## config.mk

```make
export PLATFORM = sky130hd
export DESIGN_NAME = muldiv_unit
export DESIGN_NICKNAME = d
export VERILOG_FILES = /design/src/rtl/muldiv_pkg.sv /design/src/rtl/muldiv_step.sv /design/src/rtl/muldiv_unit.sv
export SDC_FILE = /design/constraint.sdc
export NUM_CORES = 1
export LEC_CHECK = 0
export CORE_ASPECT_RATIO = 1.5
export CORE_UTILIZATION = 45
export CTS_CLUSTER_DIAMETER = 100
export CTS_CLUSTER_SIZE = 30
export DETAILED_ROUTE_END_ITERATION = 16
export HOLD_SLACK_MARGIN = 0.15
export PLACE_DENSITY_LB_ADDON = 0.12
export SYNTH_ARGS = -nofsm -noshare
export SYNTH_HDL_FRONTEND = slang
export SYNTH_SLANG_ARGS = --single-unit
```

## constraint.sdc

```tcl
create_clock -name clk -period 4.3 [get_ports clk]
set_input_delay 1.075 -clock clk [delete_from_list [all_inputs] [get_ports clk]]
set_output_delay 1.075 -clock clk [all_outputs]
set_load 0.02 [all_outputs]
```

## src/rtl/muldiv_pkg.sv

```systemverilog
// -----------------------------------------------------------------------------
// muldiv_pkg
// Shared types and constants for the iterative RV32M multiply/divide unit.
//   op_t      : RV32M funct3 encodings for the M extension
//   state_t   : control FSM states
//   ITER_COUNT: iterations spent in CALC (one product/quotient bit each)
//   DIV0_Q    : quotient returned on divide-by-zero
//   INT_MIN   : most negative 32-bit value (DIV overflow result)
//   op_signs(): which operands an op treats as two's-complement
// -----------------------------------------------------------------------------
package muldiv_pkg;

    localparam int          ITER_COUNT = 32;
    localparam logic [31:0] DIV0_Q     = 32'hFFFF_FFFF;
    localparam logic [31:0] INT_MIN    = 32'h8000_0000;

    typedef enum logic [2:0] {
        OP_MUL    = 3'b000,
        OP_MULH   = 3'b001,
        OP_MULHSU = 3'b010,
        OP_MULHU  = 3'b011,
        OP_DIV    = 3'b100,
        OP_DIVU   = 3'b101,
        OP_REM    = 3'b110,
        OP_REMU   = 3'b111
    } op_t;

    typedef enum logic [1:0] {
        IDLE  = 2'd0,
        CALC  = 2'd1,
        FIXUP = 2'd2,
        WB    = 2'd3
    } state_t;

    typedef struct packed {
        logic a_signed;
        logic b_signed;
    } sign_sel_t;

    // MUL only returns the low word, which is identical for signed and
    // unsigned operands, so it is handled as unsigned.
    function automatic sign_sel_t op_signs(input op_t op);
        sign_sel_t s;
        s.a_signed = (op == OP_MULH) || (op == OP_MULHSU) ||
                     (op == OP_DIV)  || (op == OP_REM);
        s.b_signed = (op == OP_MULH) || (op == OP_DIV) || (op == OP_REM);
        return s;
    endfunction

endpackage

```

## src/rtl/muldiv_step.sv

```systemverilog
// -----------------------------------------------------------------------------
// muldiv_step
// One combinational iteration on the {acc, mq} register pair.
//   Multiply (is_div=0): shift-add. If mq[0] is set, m is added to acc; the
//     33-bit sum and mq are then shifted right together, so after W steps
//     {acc, mq} holds the 2W-bit product.
//   Divide (is_div=1): restoring. {acc, mq} shifts left one bit, m is trial-
//     subtracted from the widened partial remainder, and the quotient bit
//     enters mq[0]. After W steps mq is the quotient and acc the remainder.
// Ports:
//   is_div          : select divide iteration
//   acc, mq, m      : partial accumulator/remainder, multiplier/quotient,
//                     multiplicand/divisor magnitudes
//   acc_next, mq_next: updated register pair
// -----------------------------------------------------------------------------
module muldiv_step #(
    parameter int DATA_WIDTH = 32
) (
    input  logic                  is_div,
    input  logic [DATA_WIDTH-1:0] acc,
    input  logic [DATA_WIDTH-1:0] mq,
    input  logic [DATA_WIDTH-1:0] m,
    output logic [DATA_WIDTH-1:0] acc_next,
    output logic [DATA_WIDTH-1:0] mq_next
);

    logic [DATA_WIDTH:0] sum;
    logic [DATA_WIDTH:0] shifted;
    logic [DATA_WIDTH:0] diff;

    // NOTE: every output of a combinational block gets a default before any
    // branch, so no path can leave it unassigned and infer a latch.
    always_comb begin
        sum      = {1'b0, acc} + {1'b0, m};
        shifted  = {acc, mq[DATA_WIDTH-1]};
        // The partial remainder stays below 2*m, so the top bit of the
        // difference is set exactly when the trial subtraction borrows.
        diff     = shifted - {1'b0, m};
        acc_next = acc;
        mq_next  = mq;

        if (is_div) begin
            if (!diff[DATA_WIDTH]) begin
                acc_next = diff[DATA_WIDTH-1:0];
                mq_next  = {mq[DATA_WIDTH-2:0], 1'b1};
            end else begin
                acc_next = shifted[DATA_WIDTH-1:0];
                mq_next  = {mq[DATA_WIDTH-2:0], 1'b0};
            end
        end else begin
            if (mq[0]) begin
                {acc_next, mq_next} = {sum, mq[DATA_WIDTH-1:1]};
            end else begin
                {acc_next, mq_next} = {1'b0, acc, mq[DATA_WIDTH-1:1]};
            end
        end
    end

endmodule

```

## src/rtl/muldiv_unit.sv

```systemverilog
// -----------------------------------------------------------------------------
// muldiv_unit
// Iterative RV32M multiply/divide unit acting as a second writer on the
// register file's WE3/AD3/WD3 port. Every op takes the same number of cycles:
// accept, 32 CALC iterations, one FIXUP (sign/special-case correction and
// result capture), then a single WB cycle.
// Ports:
//   clk, rst_n      : clock, asynchronous active-low reset
//   start           : request; only accepted in IDLE
//   op              : RV32M funct3
//   src_a, src_b    : rs1/rs2 values
//   rd_addr         : destination register
//   kill            : abort in-flight op (ignored in IDLE)
//   busy            : unit is not IDLE
//   done            : one-cycle pulse in WB (also for rd=x0)
//   WE3, AD3, WD3   : register-file write port; AD3/WD3 hold outside WB
// -----------------------------------------------------------------------------
module muldiv_unit
    import muldiv_pkg::*;
#(
    parameter int DATA_WIDTH          = 32,
    parameter int REG_FILE_ADDR_WIDTH = 5
) (
    input  logic                           clk,
    input  logic                           rst_n,
    input  logic                           start,
    input  logic [2:0]                     op,
    input  logic [DATA_WIDTH-1:0]          src_a,
    input  logic [DATA_WIDTH-1:0]          src_b,
    input  logic [REG_FILE_ADDR_WIDTH-1:0] rd_addr,
    input  logic                           kill,
    output logic                           busy,
    output logic                           done,
    output logic                           WE3,
    output logic [REG_FILE_ADDR_WIDTH-1:0] AD3,
    output logic [DATA_WIDTH-1:0]          WD3
);

    localparam logic [4:0] LAST_ITER = 5'(ITER_COUNT - 1);

    state_t                         state_q, state_d;
    logic [4:0]                     cnt_q;
    op_t                            op_q;
    logic [REG_FILE_ADDR_WIDTH-1:0] rd_q;
    logic                           a_neg_q, b_neg_q, b_zero_q;
    logic [DATA_WIDTH-1:0]          acc_q, mq_q, m_q;
    logic [DATA_WIDTH-1:0]          acc_nx, mq_nx;
    logic [REG_FILE_ADDR_WIDTH-1:0] ad3_q;
    logic [DATA_WIDTH-1:0]          wd3_q;

    logic                           accept;
    sign_sel_t                      signs;
    logic                           a_neg, b_neg;
    logic [DATA_WIDTH-1:0]          a_mag, b_mag;

    logic [2*DATA_WIDTH-1:0]        prod, prod_fix;
    logic [DATA_WIDTH-1:0]          quo_fix, rem_fix, result;

    // ---------------------------------------------------------------- control
    assign accept = (state_q == IDLE) && start;

    always_comb begin
        state_d = state_q;
        unique case (state_q)
            IDLE:    if (start) state_d = CALC;
            CALC:    if (cnt_q == LAST_ITER) state_d = FIXUP;
            FIXUP:   state_d = WB;
            WB:      state_d = IDLE;
            default: state_d = IDLE;
        endcase
        // kill has no effect in IDLE, so a coincident start still wins.
        if (kill && (state_q != IDLE)) state_d = IDLE;
    end

    // NOTE: sequential state uses non-blocking assignments so every register
    // samples pre-edge values regardless of block evaluation order.
    always_ff @(posedge clk or negedge rst_n) begin
        if (!rst_n) state_q <= IDLE;
        else        state_q <= state_d;
    end

    assign busy = (state_q != IDLE);
    assign done = (state_q == WB);
    // kill in WB must suppress the write in the same cycle, hence the
    // combinational gate rather than a registered enable.
    assign WE3  = done && (ad3_q != '0) && !kill;
    assign AD3  = ad3_q;
    assign WD3  = wd3_q;

    // ------------------------------------------------------- operand capture
    always_comb begin
        signs = op_signs(op_t'(op));
        a_neg = signs.a_signed && src_a[DATA_WIDTH-1];
        b_neg = signs.b_signed && src_b[DATA_WIDTH-1];
        a_mag = a_neg ? -src_a : src_a;
        b_mag = b_neg ? -src_b : src_b;
    end

    // ------------------------------------------------------------- iteration
    muldiv_step #(
        .DATA_WIDTH (DATA_WIDTH)
    ) u_step (
        .is_div   (op_q[2]),
        .acc      (acc_q),
        .mq       (mq_q),
        .m        (m_q),
        .acc_next (acc_nx),
        .mq_next  (mq_nx)
    );

    // ----------------------------------------------------------------- fixup
    // Signed overflow (INT_MIN / -1) needs no special path: the magnitudes
    // give quotient 0x80000000, whose negation is itself, and remainder 0.
    // A zero divisor makes every trial subtraction succeed, leaving all-ones
    // in mq and |a| in acc; restoring sign(a) on acc reproduces src_a for REM.
    always_comb begin
        prod     = {acc_q, mq_q};
        prod_fix = (a_neg_q ^ b_neg_q) ? -prod : prod;
        quo_fix  = (a_neg_q ^ b_neg_q) ? -mq_q : mq_q;
        rem_fix  = a_neg_q ? -acc_q : acc_q;
        result   = '0;
        unique case (op_q)
            OP_MUL:                       result = prod_fix[DATA_WIDTH-1:0];
            OP_MULH, OP_MULHSU, OP_MULHU: result = prod_fix[2*DATA_WIDTH-1:DATA_WIDTH];
            OP_DIV, OP_DIVU:              result = b_zero_q ? DIV0_Q : quo_fix;
            OP_REM, OP_REMU:              result = rem_fix;
            default:                      result = '0;
        endcase
    end

    // -------------------------------------------------------------- datapath
    // NOTE: the datapath registers are few and cheap, so they all take the
    // async reset; this keeps AD3/WD3 and the operand state deterministic.
    always_ff @(posedge clk or negedge rst_n) begin
        if (!rst_n) begin
            cnt_q    <= '0;
            op_q     <= OP_MUL;
            rd_q     <= '0;
            a_neg_q  <= 1'b0;
            b_neg_q  <= 1'b0;
            b_zero_q <= 1'b0;
            acc_q    <= '0;
            mq_q     <= '0;
            m_q      <= '0;
            ad3_q    <= '0;
            wd3_q    <= '0;
        end else begin
            if (accept) begin
                cnt_q    <= '0;
                op_q     <= op_t'(op);
                rd_q     <= rd_addr;
                a_neg_q  <= a_neg;
                b_neg_q  <= b_neg;
                b_zero_q <= (src_b == '0);
                acc_q    <= '0;
                mq_q     <= a_mag;
                m_q      <= b_mag;
            end else if ((state_q == CALC) && !kill) begin
                cnt_q <= cnt_q + 5'd1;
                acc_q <= acc_nx;
                mq_q  <= mq_nx;
            end

            // The result port only changes when a writeback is about to
            // happen; a killed op leaves the previous values in place.
            if ((state_q == FIXUP) && !kill) begin
                ad3_q <= rd_q;
                wd3_q <= result;
            end
        end
    end

endmodule

```

==> flow_metrics.env, run 1 <==
export IMPL_hpwl_um=43980
export IMPL_synthMuxAreaShare=0.03182
export IMPL_cts_tree="built"
export IMPL_fmax_mhz=257.5
export IMPL_holdWs_ns=0.4699
export IMPL_status="completed"
export IMPL_drv_slew=0
export IMPL_num_fill_cells=3269
export IMPL_die_x_um=153.1
export IMPL_die_height_um=228.7
export IMPL_max_slew_margin=0.1466
export IMPL_worst_pin_slew_ns=1.275
export IMPL_rrSetupSlack_ns=0.42
export IMPL_portBuffers=115
export IMPL_cts_resized=0
export IMPL_synthXorXnorAreaFrac=0.09944
export IMPL_worst_setup_path_start_kind="flip-flop"
export IMPL_final_setup_tns_ns=0
export IMPL_cp_slowest_cell="a2111oi_0"
export IMPL_p_leak_nw=7.491
export IMPL_synth_most_common_cell="nand2_1"
export IMPL_synthAdderAreaFrac=0.06348
export IMPL_critPathMaxFanout=13
export IMPL_end_kind="flip-flop"
export IMPL_hold_start="rd_q[0]"
export IMPL_grt_max_degree=71
export IMPL_cts_inserted_buffers=17
export IMPL_ir_drop_mv=0.3284
export IMPL_seq_area_frac_synth=0.2451
export IMPL_period_share=0.9030
export IMPL_grt_pass1_vias=15630
export IMPL_start_util=0.4594
export IMPL_antenna_found_initial=0
export IMPL_critPathRequiredTime_ns=4.68
export IMPL_synth_area_um2=15410
export IMPL_dr_total_vias=16050
export IMPL_drc=0
export IMPL_ctsHtreeMaxLevel=4
export IMPL_first_iter_violations=1313
export IMPL_nets=2262
export IMPL_grt_pass1_wl_um=88920
export IMPL_synth_compound_area_frac=0.2908
export IMPL_period_needed_ns=3.883
export IMPL_synth_top_area_frac=0.2451
export IMPL_rr_endpoint="acc_q[31]"
export IMPL_synth_area_leaders="dfrtp_1 25%, nand2_1 6.5%, ha_1 6.1%"
export IMPL_n_antenna_cell=0
export IMPL_powerDensity_nw_per_um2=861.1
export IMPL_synth_flop_cell="dfrtp_1"
export IMPL_drv_cap=0
export IMPL_syn_inst=2044
export IMPL_synth_warnings=0
export IMPL_synth_edff_count=0
export IMPL_clock_sinks=151
export IMPL_pin_count=116
export IMPL_hold_path_endpoint="AD3[0]"
export IMPL_multi_input_area_um2=10850
export IMPL_synthSimpleGateAreaFrac=0.2159
export IMPL_dieArea_um2=35010
export IMPL_arrival_ns=4.26
export IMPL_hold_buffers=0
export IMPL_clk_pin_slew_ns=0.07
export IMPL_ys_ff_latch=151
export IMPL_root_buffer="clkbuf_16"
export IMPL_hp_class="flip-flop to flip-flop"
export IMPL_via_per_inst=6.313
export IMPL_finalSetupViolCount=0
export IMPL_ff_latch_area_um2=3782
export IMPL_overflow=0
export IMPL_r2r_start="acc_q[15]"
export IMPL_synth_cells_most_frequent="265 x nand2_1, 173 x o21ai_0, 170 x a21oi_1"
export IMPL_cts_setup_buffers=0
export IMPL_dr_pass1_iters=5
export IMPL_grt_usage=0.3292
export IMPL_wl_per_cell_um=22.55
export IMPL_cpPeakStageDelay_ns=0.91
export IMPL_holdPathStages=2
export IMPL_rows=82
export IMPL_rr_worst_depth=10
export IMPL_drive_gt1_frac=0.07587
export IMPL_synth_top_family_by_area="compound AO/OA/AOI/OAI gates"
export IMPL_antenna_left=0
export IMPL_ys_types=84
export IMPL_rsz0062_at_grt="no"
export IMPL_clk_latency_ns=0.47
export IMPL_routed_wl_um=57310
export IMPL_skew_ns=0.01496
export IMPL_syn_num_nets=2197
export IMPL_cts_max_path_buffers=2
export IMPL_area_growth_pct=15.40
export IMPL_avgSynthCellArea_um2=7.541
export IMPL_synthArstFlopShare=1.000
export IMPL_crit_chain="ha_1, and3_1, nand3_1, a2111oi_0, buf_4, o31ai_1, a211oi_1, or4_1, nand3b_1, a22oi_1"
export IMPL_gp_congestion=0.9829
export IMPL_critPathKind="flip-flop to flip-flop"
export IMPL_synth_top_area_cell="dfrtp_1"
export IMPL_core_area_um2=33550
export IMPL_hold_viol=0
[stage by stage]
stage | power, mW | instance area, µm² | util | std cells | setup WS (ns)
2_1_floorplan | 9.928 | 15410 | - | 2044 | 0.9559
3_3_place_gp | 13.35 | 17160 | 0.5116 | 2510 | 0.4102
3_5_place_dp | 13.45 | 17160 | 0.5116 | 2510 | 0.3678
4_1_cts | 15.16 | 17790 | 0.5302 | 2542 | 0.5693
5_1_grt | 16.36 | 17790 | 0.5302 | 2542 | 0.3300
6_report | 15.32 | 17790 | 0.5302 | 2542 | 0.4172
[critical path: cells and delay by family (launching register included)]
kind | cells | cell delay [ns]
AO/OA/AOI/OAI | 4 | 1.66
adder cells (fa/ha/maj) | 1 | 0.55
buffers and inverters | 1 | 0.26
flip-flops | 1 | 0.59
AND/OR/NAND/NOR | 4 | 0.74
[power by group]
| group | leakage [nW] | switching [mW] | internal, mW |
|---|---|---|---|
| sequential | 1.90 | 0.902 | 2.02 |
| clock | 0.297 | 0.724 | 0.944 |
| combinational | 5.30 | 6.62 | 4.10 |
[kinds of logic (layout without fill, tap and decap cells)]
kind of cell	Yosys count	in the layout
AOI/OAI and AO/OA	696	696
xor gates and xnor gates	175	175
and+or+nand+nor	688	688
adders and majority gates	77	77
muxes	48	48
DFF	151	151
buffers and inverters	209	287
[worst max path at each step]
stage	endpoint	startpoint	depth (start not counted)
after global routing	acc_q[13]	acc_q[0]	11
after global placement	m_q[27]	src_b[8]	8
final	acc_q[31]	acc_q[15]	10
after CTS	acc_q[13]	acc_q[0]	11
after detailed placement	mq_q[29]	src_a[2]	9
after floorplan	acc_q[13]	acc_q[0]	11
[sequential cells by signal (all words and copies together) (netlist names)]
name,count
rd_q,5
m_q,32
state_q,2
b_zero_q,1
WD3,32
AD3,5
mq_q,32
acc_q,32
a_neg_q,1
b_neg_q,1
cnt_q,5
op_q,3
[final cells by class]
class	count	area share
clock buffer	18	0.02469
tap	420	0.02954
inverter	62	0.01308
clock inverter	14	0.01041
timing repair buffer	193	0.09982
sequential	151	0.2126
multi-input combinational	1684	0.6098
[layer usage]
metal	track usage	wire length (µm)	vias up
li1	-	-	7640
met1	0.3660	21750	7668
met2	0.5868	29210	573
met3	0.03470	2459	166
met4	0.2263	3895	0
met5	0	0	-
[layout by cell type, fill, tap and decap left out, drive strengths merged, types with 18 or more instances in the layout]
| cell | netlist | routed |
|---|---|---|
| a211oi | 32 | 32 |
| a21o | 36 | 36 |
| a21oi | 170 | 170 |
| a31oi | 30 | 30 |
| and3 | 18 | 18 |
| buf | 22 | 79 |
| clkbuf | 125 | 18 |
| clkdlybuf4s50 | 0 | 114 |
| dfrtp | 151 | 151 |
| ha | 75 | 75 |
| inv | 62 | 69 |
| mux2i | 40 | 40 |
| nand2 | 265 | 265 |
| nand2b | 21 | 21 |
| nand3 | 31 | 31 |
| nor2 | 143 | 143 |
| nor3 | 63 | 63 |
| nor4 | 21 | 21 |
| o211ai | 52 | 52 |
| o21ai | 187 | 187 |
| o22ai | 18 | 18 |
| o31ai | 36 | 36 |
| o41ai | 19 | 19 |
| or3 | 25 | 25 |
| or4 | 23 | 23 |
| xnor2 | 89 | 89 |
| xor2 | 86 | 86 |
(Power assumes the default switching activity.)
==> run 2: changes to the inputs <==
Settings changed: CORE_UTILIZATION 45 to 40, PLACE_DENSITY_LB_ADDON 0.12 to 0.1, TNS_END_PERCENT set to 30.
==> run 2 against run 1 <==
Against the previous run:
- sequential power about the same
- core utilization decreased by 6.0 points
- via count shrank 0.41%
- worst hold slack worse by 0.0014 ns
- register-to-register slack improved by 0.24 ns
- largest power group unchanged
==> flow_metrics.env, run 2 (synthesized netlist as in run 1, its figures left out) <==
export IMPL_status="completed"
export IMPL_clk_latency_ns=0.47
export IMPL_portBuffers=115
export IMPL_nets=2255
export IMPL_worst_setup_path_start_kind="flip-flop"
export IMPL_drive_gt1_frac=0.07281
export IMPL_grt_usage=0.2952
export IMPL_hp_class="flip-flop to flip-flop"
export IMPL_cts_resized=0
export IMPL_rows=87
export IMPL_crit_start="acc_q[0]"
export IMPL_p_leak_nw=7.441
export IMPL_first_iter_violations=1443
export IMPL_max_slew_margin=0.1415
export IMPL_area_growth_pct=15.16
export IMPL_multi_input_area_um2=10850
export IMPL_critPathBufInv=2
export IMPL_dp_cells=2572
export IMPL_overflow=0
export IMPL_drv_slew=0
export IMPL_period_share=0.8462
export IMPL_dr_pass1_iters=5
export IMPL_fin_cells=2604
export IMPL_core_area_um2=37770
export IMPL_cp_slowest_cell="dfrtp_1"
export IMPL_routed_wl_um=57690
export IMPL_num_fill_cells=3794
export IMPL_hpwl_um=44160
export IMPL_final_setup_tns_ns=0
export IMPL_wl_per_cell_um=22.15
export IMPL_start_util=0.4081
export IMPL_cts_inserted_buffers=17
export IMPL_n_antenna_cell=0
export IMPL_finalSetupViolCount=0
export IMPL_rsz0062_at_grt="no"
export IMPL_via_per_inst=6.137
export IMPL_holdWs_ns=0.4684
export IMPL_critPathRequiredTime_ns=4.63
export IMPL_arrival_ns=3.97
export IMPL_hold_viol=0
export IMPL_crit_chain="inv_1, fa_1, nand2b_1, a21oi_1, o31ai_1, a211oi_1, or3_1, nand2_1, buf_4, a211oi_1, o31ai_1"
export IMPL_drc=0
export IMPL_grt_pass1_wl_um=89310
export IMPL_pin_count=116
export IMPL_hold_start="WD3[13]"
export IMPL_cts_max_path_buffers=2
export IMPL_antenna_left=0
export IMPL_r2r_start="acc_q[0]"
export IMPL_period_needed_ns=3.639
export IMPL_grt_max_degree=72
export IMPL_end_kind="flip-flop"
export IMPL_clock_sinks=151
export IMPL_ctsHtreeMaxLevel=4
export IMPL_antenna_found_initial=0
export IMPL_die_height_um=242.4
export IMPL_grt_pass1_vias=15510
export IMPL_die_x_um=162.3
export IMPL_ir_drop_mv=0.3644
export IMPL_critPathKind="flip-flop to flip-flop"
export IMPL_cts_setup_buffers=0
export IMPL_critPathMaxFanout=16
export IMPL_crit_family="compound AO/OA/AOI/OAI gates"
export IMPL_fmax_mhz=274.8
export IMPL_gp_congestion=0.9996
export IMPL_powerDensity_nw_per_um2=851.8
export IMPL_root_buffer="clkbuf_16"
export IMPL_dieArea_um2=39340
export IMPL_ff_latch_area_um2=3782
export IMPL_cpPeakStageDelay_ns=0.57
export IMPL_dr_total_vias=15980
export IMPL_clk_pin_slew_ns=0.07
export IMPL_worst_pin_slew_ns=1.283
export IMPL_layout_common_cells="264 x nand2_1, 173 x o21ai_0, 170 x a21oi_1"
export IMPL_cts_tree="built"
export IMPL_final_common_cell="nand2_1"
export IMPL_skew_ns=0.01279
export IMPL_hold_buffers=0
export IMPL_drv_cap=0
[run 2: changes by cell type in the layout (fill, tap and decap cells not counted), sizes merged]
cell      delta
clkinv       +4
clkinvlp     -2
bufinv       -2
buf          -7
[run 2: layout make-up]
cell class	count	share of cell area
timing repair buffer	186	0.09565
clock buffer	18	0.02474
tap	489	0.03447
clock inverter	14	0.007895
sequential	151	0.2131
inverter	62	0.01311
multi-input combinational	1684	0.6111
[run 2: worst paths after layout]
| check | to | slack [ns] | cells past startpoint |
|---|---|---|---|
| worst min register to register | WD3[13] | 0.47 | 2 |
| worst min-delay path | WD3[13] | 0.47 | 2 |
| worst max register to register | acc_q[24] | 0.66 | 11 |
| worst max-delay path | acc_q[24] | 0.66 | 11 |
| min in group asynchronous | rd_q[1] | 0.53 | 1 |
| max in group asynchronous | m_q[30] | 2.84 | 2 |
[run 2: worst min-delay path, delay by kind of cell (launching register included)]
kind / cells / cell delay, ns
flip-flops: 1 / 0.34
AND/OR/NAND/NOR: 2 / 0.10
[run 2: power breakdown]
group          switching [mW]  internal [mW]
registers               0.896           2.02
logic                    6.58           4.05
clock network           0.747          0.830
[run 2: routing by layer]
layer | GRT usage | vias to the layer above | share of wire
met2 | 0.5150 | 569 | 0.50
met1 | 0.3401 | 7610 | 0.39
met4 | 0.1856 | 0 | 0.063
met5 | 0 | - | 0
li1 | - | 7637 | -
met3 | 0.03150 | 165 | 0.046
[run 2: stage by stage]
| step | setup WS (ns) | utilization | instance area (µm²) | power, mW |
|---|---|---|---|---|
| after floorplan | 0.9559 | - | 15410 | 9.928 |
| after global placement | 0.2811 | 0.4546 | 17170 | 13.28 |
| after detailed placement | 0.2499 | 0.4546 | 17170 | 13.37 |
| after CTS | 0.6711 | 0.4699 | 17750 | 14.96 |
| after global routing | 0.3249 | 0.4699 | 17750 | 16.19 |
| final | 0.6614 | 0.4699 | 17750 | 15.12 |
